File: src/rtl/mc_control_unit_pkg.sv
// Shared encodings for the multicycle control unit: instruction fields, datapath
// select codes, fault codes and the control state enumeration.
package mc_control_unit_pkg;

    localparam logic [5:0] OP_RTYPE = 6'b000000;
    localparam logic [5:0] OP_J     = 6'b000010;
    localparam logic [5:0] OP_JAL   = 6'b000011;
    localparam logic [5:0] OP_BEQ   = 6'b000100;
    localparam logic [5:0] OP_BNE   = 6'b000101;
    localparam logic [5:0] OP_ADDIU = 6'b001001;
    localparam logic [5:0] OP_SLTIU = 6'b001011;
    localparam logic [5:0] OP_ANDI  = 6'b001100;
    localparam logic [5:0] OP_ORI   = 6'b001101;
    localparam logic [5:0] OP_LUI   = 6'b001111;
    localparam logic [5:0] OP_LW    = 6'b100011;
    localparam logic [5:0] OP_SW    = 6'b101011;

    localparam logic [5:0] FN_SLL  = 6'b000000;
    localparam logic [5:0] FN_SRL  = 6'b000010;
    localparam logic [5:0] FN_JR   = 6'b001000;
    localparam logic [5:0] FN_ADD  = 6'b100001;
    localparam logic [5:0] FN_SUB  = 6'b100011;
    localparam logic [5:0] FN_AND  = 6'b100100;
    localparam logic [5:0] FN_OR   = 6'b100101;
    localparam logic [5:0] FN_XOR  = 6'b100110;
    localparam logic [5:0] FN_SLTU = 6'b101011;

    localparam logic [3:0] ALU_AND  = 4'b0000;
    localparam logic [3:0] ALU_OR   = 4'b0001;
    localparam logic [3:0] ALU_ADD  = 4'b0010;
    localparam logic [3:0] ALU_XOR  = 4'b0011;
    localparam logic [3:0] ALU_SLL  = 4'b0100;
    localparam logic [3:0] ALU_SRL  = 4'b0101;
    localparam logic [3:0] ALU_SUB  = 4'b0110;
    localparam logic [3:0] ALU_SLTU = 4'b0111;
    localparam logic [3:0] ALU_LUI  = 4'b1000;

    localparam logic [1:0] SRC_REG   = 2'b00;
    localparam logic [1:0] SRC_SEXT  = 2'b01;
    localparam logic [1:0] SRC_ZEXT  = 2'b10;
    localparam logic [1:0] SRC_SHAMT = 2'b11;

    localparam logic [1:0] DST_RT = 2'b00;
    localparam logic [1:0] DST_RD = 2'b01;
    localparam logic [1:0] DST_RA = 2'b10;

    localparam logic [1:0] M2R_ALU = 2'b00;
    localparam logic [1:0] M2R_MEM = 2'b01;
    localparam logic [1:0] M2R_PC4 = 2'b10;

    localparam logic [1:0] PC_PLUS4  = 2'b00;
    localparam logic [1:0] PC_BRANCH = 2'b01;
    localparam logic [1:0] PC_JUMP   = 2'b10;
    localparam logic [1:0] PC_RS     = 2'b11;

    localparam logic [1:0] FAULT_NONE    = 2'b00;
    localparam logic [1:0] FAULT_ILLEGAL = 2'b01;
    localparam logic [1:0] FAULT_TIMEOUT = 2'b10;

    typedef enum logic [3:0] {
        S_FETCH, S_DECODE, S_EXEC_R, S_EXEC_I, S_WB_ALU, S_MEM_ADDR,
        S_MEM_RD, S_WB_MEM, S_MEM_WR, S_BRANCH, S_JUMP, S_FAULT
    } state_t;

    // Successor of DECODE; unknown encodings land in FAULT.
    function automatic state_t decode_next(input logic [5:0] op, input logic [5:0] fn);
        state_t nx;
        nx = S_FAULT;
        case (op)
            OP_RTYPE: begin
                case (fn)
                    FN_ADD, FN_SUB, FN_AND, FN_OR, FN_XOR, FN_SLTU, FN_SLL, FN_SRL: nx = S_EXEC_R;
                    FN_JR:   nx = S_JUMP;
                    default: nx = S_FAULT;
                endcase
            end
            OP_J, OP_JAL:                               nx = S_JUMP;
            OP_ADDIU, OP_ANDI, OP_ORI, OP_SLTIU, OP_LUI: nx = S_EXEC_I;
            OP_LW, OP_SW:                               nx = S_MEM_ADDR;
            OP_BEQ, OP_BNE:                             nx = S_BRANCH;
            default:                                    nx = S_FAULT;
        endcase
        return nx;
    endfunction

endpackage

File: src/rtl/mc_control_unit_if.sv
// Datapath/memory side of the control unit. master = control unit (drives
// controls), slave = datapath (drives IR fields and mem_ready).
interface mc_control_unit_if #(parameter int CNT_W = 32);
    logic [5:0]       opcode;
    logic [5:0]       funct;
    logic             mem_ready;
    logic             mem_req;
    logic             iorD;
    logic             memWrite;
    logic             irWrite;
    logic             pcWrite;
    logic             regWrite;
    logic             branch;
    logic             condZero;
    logic [3:0]       ALU_Code;
    logic [1:0]       aluSrc;
    logic [1:0]       regDst;
    logic [1:0]       memToReg;
    logic [1:0]       pcSrc;
    logic             fault;
    logic [1:0]       fault_code;
    logic [CNT_W-1:0] instr_count;

    // A memory request is held while mem_req=1 and completes in the cycle mem_ready=1.
    modport master (
        input  opcode, funct, mem_ready,
        output mem_req, iorD, memWrite, irWrite, pcWrite, regWrite, branch, condZero,
               ALU_Code, aluSrc, regDst, memToReg, pcSrc, fault, fault_code, instr_count
    );
    modport slave (
        output opcode, funct, mem_ready,
        input  mem_req, iorD, memWrite, irWrite, pcWrite, regWrite, branch, condZero,
               ALU_Code, aluSrc, regDst, memToReg, pcSrc, fault, fault_code, instr_count
    );
endinterface

File: src/rtl/mc_control_unit_alu_decoder.sv
// Combinational map from instruction fields to ALU operation and operand-B source.
module alu_decoder
    import mc_control_unit_pkg::*;
(
    input  logic [5:0] opcode,
    input  logic [5:0] funct,
    output logic [3:0] alu_code,
    output logic [1:0] alu_src
);
    always_comb begin
        alu_code = ALU_ADD;
        alu_src  = SRC_REG;
        case (opcode)
            OP_RTYPE: begin
                case (funct)
                    FN_SUB:  alu_code = ALU_SUB;
                    FN_AND:  alu_code = ALU_AND;
                    FN_OR:   alu_code = ALU_OR;
                    FN_XOR:  alu_code = ALU_XOR;
                    FN_SLTU: alu_code = ALU_SLTU;
                    FN_SLL:  begin alu_code = ALU_SLL; alu_src = SRC_SHAMT; end
                    FN_SRL:  begin alu_code = ALU_SRL; alu_src = SRC_SHAMT; end
                    default: alu_code = ALU_ADD;
                endcase
            end
            OP_ADDIU:     begin alu_code = ALU_ADD;  alu_src = SRC_SEXT; end
            OP_SLTIU:     begin alu_code = ALU_SLTU; alu_src = SRC_SEXT; end
            OP_ANDI:      begin alu_code = ALU_AND;  alu_src = SRC_ZEXT; end
            OP_ORI:       begin alu_code = ALU_OR;   alu_src = SRC_ZEXT; end
            OP_LUI:       begin alu_code = ALU_LUI;  alu_src = SRC_ZEXT; end
            OP_LW, OP_SW: begin alu_code = ALU_ADD;  alu_src = SRC_SEXT; end
            OP_BEQ, OP_BNE: alu_code = ALU_SUB;
            default:      alu_code = ALU_ADD;
        endcase
    end
endmodule

File: src/rtl/mc_control_unit.sv
// Multicycle MIPS-subset control FSM with memory-wait timeout, sticky fault and
// retired-instruction counter.
module mc_control_unit
    import mc_control_unit_pkg::*;
#(
    parameter int TIMEOUT_CYCLES = 15,
    parameter int CNT_W          = 32
) (
    input  logic               clk,
    input  logic               rst_n,
    mc_control_unit_if.master  bus,
    output state_t             dbg_state
);
    localparam int WAIT_W = $clog2(TIMEOUT_CYCLES + 1);

    state_t             state, state_nx;
    logic [1:0]         fault_code_q, fault_code_nx;
    logic [WAIT_W-1:0]  wait_cnt;
    logic [CNT_W-1:0]   count;
    logic [3:0]         dec_alu;
    logic [1:0]         dec_src;
    logic               mem_state;
    logic               timeout;

    alu_decoder u_alu_decoder (
        .opcode   (bus.opcode),
        .funct    (bus.funct),
        .alu_code (dec_alu),
        .alu_src  (dec_src)
    );

    assign mem_state = (state == S_FETCH) || (state == S_MEM_RD) || (state == S_MEM_WR);
    // A late mem_ready on the final allowed cycle still completes the access.
    assign timeout   = mem_state && !bus.mem_ready &&
                       (wait_cnt == WAIT_W'(TIMEOUT_CYCLES - 1));

    always_ff @(posedge clk or negedge rst_n) begin
        if (!rst_n) begin
            state        <= S_FETCH;
            fault_code_q <= FAULT_NONE;
            wait_cnt     <= '0;
            count        <= '0;
        end else begin
            state        <= state_nx;
            fault_code_q <= fault_code_nx;
            if ((state_nx != state) &&
                ((state_nx == S_FETCH) || (state_nx == S_MEM_RD) || (state_nx == S_MEM_WR)))
                wait_cnt <= '0;
            else if (mem_state && !bus.mem_ready)
                wait_cnt <= wait_cnt + 1'b1;
            if ((state_nx == S_FETCH) && (state != S_FETCH))
                count <= count + 1'b1;
        end
    end

    always_comb begin
        state_nx      = state;
        fault_code_nx = fault_code_q;
        case (state)
            S_FETCH: begin
                if (bus.mem_ready) state_nx = S_DECODE;
                else if (timeout) begin state_nx = S_FAULT; fault_code_nx = FAULT_TIMEOUT; end
            end
            S_DECODE: begin
                state_nx = decode_next(bus.opcode, bus.funct);
                if (state_nx == S_FAULT) fault_code_nx = FAULT_ILLEGAL;
            end
            S_EXEC_R, S_EXEC_I: state_nx = S_WB_ALU;
            S_MEM_ADDR:         state_nx = (bus.opcode == OP_LW) ? S_MEM_RD : S_MEM_WR;
            S_MEM_RD: begin
                if (bus.mem_ready) state_nx = S_WB_MEM;
                else if (timeout) begin state_nx = S_FAULT; fault_code_nx = FAULT_TIMEOUT; end
            end
            S_MEM_WR: begin
                if (bus.mem_ready) state_nx = S_FETCH;
                else if (timeout) begin state_nx = S_FAULT; fault_code_nx = FAULT_TIMEOUT; end
            end
            S_WB_ALU, S_WB_MEM, S_BRANCH, S_JUMP: state_nx = S_FETCH;
            S_FAULT:  state_nx = S_FAULT;
            default:  state_nx = S_FAULT;
        endcase
    end

    always_comb begin
        bus.mem_req  = 1'b0;
        bus.iorD     = 1'b0;
        bus.memWrite = 1'b0;
        bus.irWrite  = 1'b0;
        bus.pcWrite  = 1'b0;
        bus.regWrite = 1'b0;
        bus.branch   = 1'b0;
        bus.condZero = 1'b0;
        bus.ALU_Code = ALU_AND;
        bus.aluSrc   = SRC_REG;
        bus.regDst   = DST_RT;
        bus.memToReg = M2R_ALU;
        bus.pcSrc    = PC_PLUS4;
        bus.fault    = 1'b0;
        case (state)
            S_FETCH: begin
                bus.mem_req = 1'b1;
                bus.irWrite = bus.mem_ready;
                bus.pcWrite = bus.mem_ready;
            end
            S_EXEC_R, S_EXEC_I, S_MEM_ADDR: begin
                bus.ALU_Code = dec_alu;
                bus.aluSrc   = dec_src;
            end
            S_WB_ALU: begin
                bus.regWrite = 1'b1;
                bus.regDst   = (bus.opcode == OP_RTYPE) ? DST_RD : DST_RT;
            end
            S_MEM_RD: begin
                bus.mem_req = 1'b1;
                bus.iorD    = 1'b1;
            end
            S_WB_MEM: begin
                bus.regWrite = 1'b1;
                bus.memToReg = M2R_MEM;
            end
            S_MEM_WR: begin
                bus.mem_req  = 1'b1;
                bus.iorD     = 1'b1;
                bus.memWrite = 1'b1;
            end
            S_BRANCH: begin
                bus.ALU_Code = dec_alu;
                bus.aluSrc   = dec_src;
                bus.branch   = 1'b1;
                bus.pcSrc    = PC_BRANCH;
                bus.condZero = (bus.opcode == OP_BEQ);
            end
            S_JUMP: begin
                bus.pcWrite = 1'b1;
                bus.pcSrc   = (bus.opcode == OP_RTYPE) ? PC_RS : PC_JUMP;
                if (bus.opcode == OP_JAL) begin
                    bus.regDst   = DST_RA;
                    bus.memToReg = M2R_PC4;
                    bus.regWrite = 1'b1;
                end
            end
            S_FAULT: bus.fault = 1'b1;
            default: bus.fault = 1'b0;
        endcase
    end

    assign bus.fault_code  = fault_code_q;
    assign bus.instr_count = count;
    assign dbg_state       = state;

endmodule
File: src/flat_wrapper.sv
// flat-port wrapper written by rule: the top's interface ports become plain ports
module mc_control_unit_flat import mc_control_unit_pkg::*;
#(
    parameter int TIMEOUT_CYCLES = 15,
    parameter int CNT_W          = 32
)
  (clk, rst_n, dbg_state, bus_opcode, bus_funct, bus_mem_ready, bus_mem_req, bus_iorD, bus_memWrite, bus_irWrite, bus_pcWrite, bus_regWrite, bus_branch, bus_condZero, bus_ALU_Code, bus_aluSrc, bus_regDst, bus_memToReg, bus_pcSrc, bus_fault, bus_fault_code, bus_instr_count);
  mc_control_unit_if #(.CNT_W(CNT_W)) bus_i ();
  input  logic clk;
  input  logic rst_n;
  output state_t dbg_state;
  input wire logic [$bits(bus_i.opcode)-1:0] bus_opcode;
  input wire logic [$bits(bus_i.funct)-1:0] bus_funct;
  input wire logic [$bits(bus_i.mem_ready)-1:0] bus_mem_ready;
  output wire logic [$bits(bus_i.mem_req)-1:0] bus_mem_req;
  output wire logic [$bits(bus_i.iorD)-1:0] bus_iorD;
  output wire logic [$bits(bus_i.memWrite)-1:0] bus_memWrite;
  output wire logic [$bits(bus_i.irWrite)-1:0] bus_irWrite;
  output wire logic [$bits(bus_i.pcWrite)-1:0] bus_pcWrite;
  output wire logic [$bits(bus_i.regWrite)-1:0] bus_regWrite;
  output wire logic [$bits(bus_i.branch)-1:0] bus_branch;
  output wire logic [$bits(bus_i.condZero)-1:0] bus_condZero;
  output wire logic [$bits(bus_i.ALU_Code)-1:0] bus_ALU_Code;
  output wire logic [$bits(bus_i.aluSrc)-1:0] bus_aluSrc;
  output wire logic [$bits(bus_i.regDst)-1:0] bus_regDst;
  output wire logic [$bits(bus_i.memToReg)-1:0] bus_memToReg;
  output wire logic [$bits(bus_i.pcSrc)-1:0] bus_pcSrc;
  output wire logic [$bits(bus_i.fault)-1:0] bus_fault;
  output wire logic [$bits(bus_i.fault_code)-1:0] bus_fault_code;
  output wire logic [$bits(bus_i.instr_count)-1:0] bus_instr_count;
  assign bus_i.opcode = bus_opcode;
  assign bus_i.funct = bus_funct;
  assign bus_i.mem_ready = bus_mem_ready;
  assign bus_mem_req = bus_i.mem_req;
  assign bus_iorD = bus_i.iorD;
  assign bus_memWrite = bus_i.memWrite;
  assign bus_irWrite = bus_i.irWrite;
  assign bus_pcWrite = bus_i.pcWrite;
  assign bus_regWrite = bus_i.regWrite;
  assign bus_branch = bus_i.branch;
  assign bus_condZero = bus_i.condZero;
  assign bus_ALU_Code = bus_i.ALU_Code;
  assign bus_aluSrc = bus_i.aluSrc;
  assign bus_regDst = bus_i.regDst;
  assign bus_memToReg = bus_i.memToReg;
  assign bus_pcSrc = bus_i.pcSrc;
  assign bus_fault = bus_i.fault;
  assign bus_fault_code = bus_i.fault_code;
  assign bus_instr_count = bus_i.instr_count;
  mc_control_unit #(.TIMEOUT_CYCLES(TIMEOUT_CYCLES), .CNT_W(CNT_W)) u_core (.clk(clk), .rst_n(rst_n), .bus(bus_i), .dbg_state(dbg_state));
endmodule
File: config.mk
export PLATFORM = sky130hd
export DESIGN_NAME = mc_control_unit_flat
export DESIGN_NICKNAME = d
export VERILOG_FILES = /design/src/rtl/mc_control_unit_pkg.sv /design/src/rtl/mc_control_unit_if.sv /design/src/rtl/mc_control_unit_alu_decoder.sv /design/src/rtl/mc_control_unit.sv /design/src/flat_wrapper.sv
export SDC_FILE = /design/constraint.sdc
export NUM_CORES = 1
export LEC_CHECK = 0
export ABC_AREA = 0
export BUFFER_PORTS_ARGS = -buffer_cell sky130_fd_sc_hd__buf_2
export CAP_MARGIN = 20
export CORE_MARGIN = 4
export CORE_UTILIZATION = 31
export CTS_CLUSTER_SIZE = 25
export DETAILED_ROUTE_END_ITERATION = 10
export RECOVER_POWER = 25
export SYNTH_ARGS = -nofsm -noshare
export SYNTH_HDL_FRONTEND = slang
export SYNTH_HIERARCHICAL = 1
export SYNTH_SLANG_ARGS = --single-unit
export TNS_END_PERCENT = 100
File: constraint.sdc
create_clock -name clk -period 2.9 [get_ports clk]
set_clock_uncertainty 0.15 [all_clocks]
set_input_delay 0.58 -clock clk [delete_from_list [all_inputs] [get_ports clk]]
set_output_delay 0.58 -clock clk [all_outputs]
set_load 0.005 [all_outputs]
==> flow_results.org <==
** Synth
- EDFF count, synth :: 0
- Total nets after synthesis :: 360
- Mean cell area of the mapped netlist :: between 9 and 10 sq um
- For this run, the leading register cell type out of synthesis is sky130_fd_sc_hd__dfrtp_1.
- Post-Synthesis Cells :: between 300 and 400
- #FFs+latches synth :: 42
- Count of yosys warnings during synthesis :: 6
- Proportion of synthesized chip area in sequential cells :: 0.337
- In the synthesized netlist the async set-or-reset flop fraction comes to 1.00.
- Synthesis instantiated 60 different standard cells from the library.
- Post-synthesis cell area :: 3110 sq um

** Worst setup path
- In this run the critical register-to-register path is launched from u_core/dbg_state[0].
- Sort of element at the start of the critical path :: primary input
- The worst setup path is captured at a primary output.
- The critical path ends at bus_regDst[0].
- Across all register-to-register paths, the minimum setup slack is approximately 0.34 ns.
- The worst register-to-register path ends at u_core/bus.instr_count[12].
- Worst reg2reg path depth :: 8
- Crit. Startpoint :: bus_opcode[5]
- Data arrival at the endpoint of the critical path :: 2.12 ns
- Data on the critical path is required at its endpoint by 2.17 ns.
- Setup Crit Path Kind :: in -> out
- Of all nets on the critical path, the largest fanout is 5.

** GRT
- The global routing stage identified its most utilized layer as met2.
- In the global route stage, met1 resource usage came out at 0.197.
- The first global-routing pass estimated approximately 13000 um of wire.
- Gr ovfl total :: 0
- All-Layer GR Usage :: 0.139
- Pin count of the biggest net entering global routing :: 43
- The number of global-route vias before repair came to between 2k and 3k.
- Antenna violations before repair :: 0
- Met2 global-route usage :: 0.217
- Met3 Usage GRT :: 0.0203

** Routing
- Routed wire length :: 7980 um
- Number of DRC markers in iteration 0 :: 104
- Remaining antenna violation count after routing :: 0
- For this run, the detailed router's first-pass iteration total came to 4.
- After detailed routing, the average wire length per cell comes to between 10 and 15 um.
- Post-detailed-route DRC marker count :: 0
- Vias per cell :: approximately 5.2
- The routed layout has a little under 3k vias.

** Timing
- Total of endpoints with negative setup slack in the final report :: 0
- In this run the tightest slew margin relative to its limit is 0.307.
- Based on the critical path, the design can be clocked at up to 351 MHz.
- Of the available clock period, the critical path in the final layout requires 0.983.
- Final critical-path required period :: around 2.8 ns
- For the pin with the worst max-slew slack, the measured transition is ~1.0 ns.
- The max-slew violation count came to 0.
- Setup repair after global routing missed its margin :: false
- Final Hold Viols :: 0

** Finish
- Final standard cell utilization of the core :: 0.400
- NumNets Final :: approximately 460
- Final std cells w/o fill :: around 570
- From synthesis to final layout, the design area changed by 25.6%.
- Of the cells placed in the final design, the portion with a size suffix greater than 1 is 0.324.
- The repair_antennas step left the layout with diodes totalling 0.
- Post-Layout Inst Area :: roughly 3900 sq um

** CTS
- The tree is rooted in a sky130_fd_sc_hd__clkbuf_8.
- Clock insertion delay at the later pin of the skew report :: 0.30 ns
- H-tree lvl count :: 2
- After clock tree synthesis, the clock-pin slew on the worst setup and hold paths is approximately 0.090 ns.
- Buffers inserted during clock tree synthesis total 5.
- After clock tree synthesis, the repair step resized 0 gates.
- CTS saw 42 sinks.
- TritonCTS built the clock tree.
- # Post-CTS Setup Buffers :: 0
- Maximum clock path buffer count :: 2
- Total of hold buffers inserted after clock tree synthesis :: 0

** Floorplan
- In this run the horizontal extent of the chip is 108 um.
- For this design the top-level I/O count stands at 74.
- Full die area :: about 12000 sq um
- Die height :: roughly 110 um
- Core footprint :: 9770 sq um
- Standard-cell row count :: 36
- For this configuration, the core starts out at a cell density of 0.319.

** Power
- Leak :: 1.90 nW
- In this run the power density over the cells is 727 nW/um^2.
- The worst-case IR drop observed on VDD is ~0.45 mV.

** Outcome
- Result of the run :: finished clean

** Placement
- Routability cong. :: around 0.84
- Total placed instance area :: 3820 sq um
- Placed Instances :: roughly 560
- Detailed placement finished with a half-perimeter wire length of about 6100 um.
- The count of buffers added on input and output ports is 73.

** Min path
- The path class of the tightest hold or removal check is in -> async.

** Job
- Across the run, the number of max-cap violations was 0.
critical path: stages:
cell and delay [ns]:
sky130_fd_sc_hd__buf_2 0.12, sky130_fd_sc_hd__or4_1 0.56, sky130_fd_sc_hd__or3_1 0.35, sky130_fd_sc_hd__buf_4 0.16, sky130_fd_sc_hd__nor4_1 0.19, sky130_fd_sc_hd__buf_2 0.17
routing by layer:
metal  vias up  routed length, um
li1       1450                  -
met1      1401               3720
met2       105               3600
met3        10                546
met4         0                116
met5         -                  0
flip-flops by register name, indices dropped and copies added, names as in the netlist:
| signal | count |
|---|---|
| u_core/bus.fault_code | 2 |
| u_core/bus.instr_count | 32 |
| u_core/dbg_state | 4 |
| u_core/wait_cnt | 4 |
cell type report:
class,count,area [sq um]
clock buffers,5,68.8
clock inverters,3,25.0
multi-input cells,275,1910
flip-flops and latches,42,1050
inverters,7,26.3
well taps,133,166
fillers,1003,5860
repair buffers,106,663
where the power goes:
| group | switching (mW) | total, mW | internal (mW) |
|---|---|---|---|
| clock network | 0.221 | 0.395 | 0.174 |
| logic | 0.955 | 1.65 | 0.695 |
| registers | 0.131 | 0.800 | 0.669 |
per-stage QoR:
stage	setup WS [ns]	hold slack, ns	setup TNS (ns)	power, mW
after global routing	0.00142	0.346	0	3.06
after detailed placement	-0.0350	0.318	-0.0350	2.47
final	0.0503	0.296	0	2.85
after CTS	0.0700	0.286	0	2.88
after global placement	-0.000865	0.318	-0.000865	2.44
after floorplan	0.238	0.134	0	1.85
synthesized netlist by cell type (all sizes together) (3+ instances only):
library cell  count  area [sq um]
nor2             23          86.3
a21oi            12          63.8
nand4            11          68.8
or3               7          43.8
o22ai             4          25.0
dfrtp            42          1050
nand3            20           100
inv               7          26.3
clkbuf            9          35.0
or2               5          31.3
nand3b            3          22.5
and4              5          43.8
a21o              3          22.5
nor2b             9          56.3
xnor2             4          35.0
o31ai             4          30.0
and2              3          18.8
xor2             31           272
nor3             19          95.1
o21ai             8          40.0
nand2b            7          43.8
o31a              3          26.3
nor4             23           279
buf               9          90.1
or4               4          33.8
ha                3          37.5
nand2            32           120
mux2              3          33.8
logic make-up after synthesis:
kind of cell | Yosys count | synth area share
and+or+nand+nor | 183 | 0.373
AOI/OAI and AO/OA | 49 | 0.113
DFF | 42 | 0.337
xor gates and xnor gates | 35 | 0.0984
buffers and inverters | 25 | 0.0486
muxes | 5 | 0.0173
adders and majority gates | 3 | 0.0121
cell usage in the layout (no fill, tap or decap), drive strengths merged, types with 4 or more instances in the layout:
master,netlist,final
xor2,31,31
xnor2,4,4
nor4,23,23
nor3,19,19
clkbuf,9,6
o22ai,4,4
or3,7,7
nor2,23,23
and4,5,5
nand2b,7,7
nor2b,9,9
nand4,11,11
nand3,20,20
or2,5,5
a21oi,12,12
dfrtp,42,42
inv,7,8
buf,9,105
o31ai,4,4
o21ai,8,8
nand2,32,32
or4,4,4
how the worst min path moves through the flow:
stage                             startpoint                          to  slack (ns)  cells after the start
global route        u_core/bus.fault_code[0]    u_core/bus.fault_code[0]        0.35                      1
global placement    u_core/bus.fault_code[0]    u_core/bus.fault_code[0]        0.32                      1
CTS                                    rst_n  u_core/bus.instr_count[27]        0.29                      1
finish                                 rst_n  u_core/bus.instr_count[27]        0.30                      1
detailed placement  u_core/bus.fault_code[0]    u_core/bus.fault_code[0]        0.32                      1
floorplan                              rst_n    u_core/bus.fault_code[0]        0.13                      0
No activity file was read; power rests on OpenSTA's default activity.
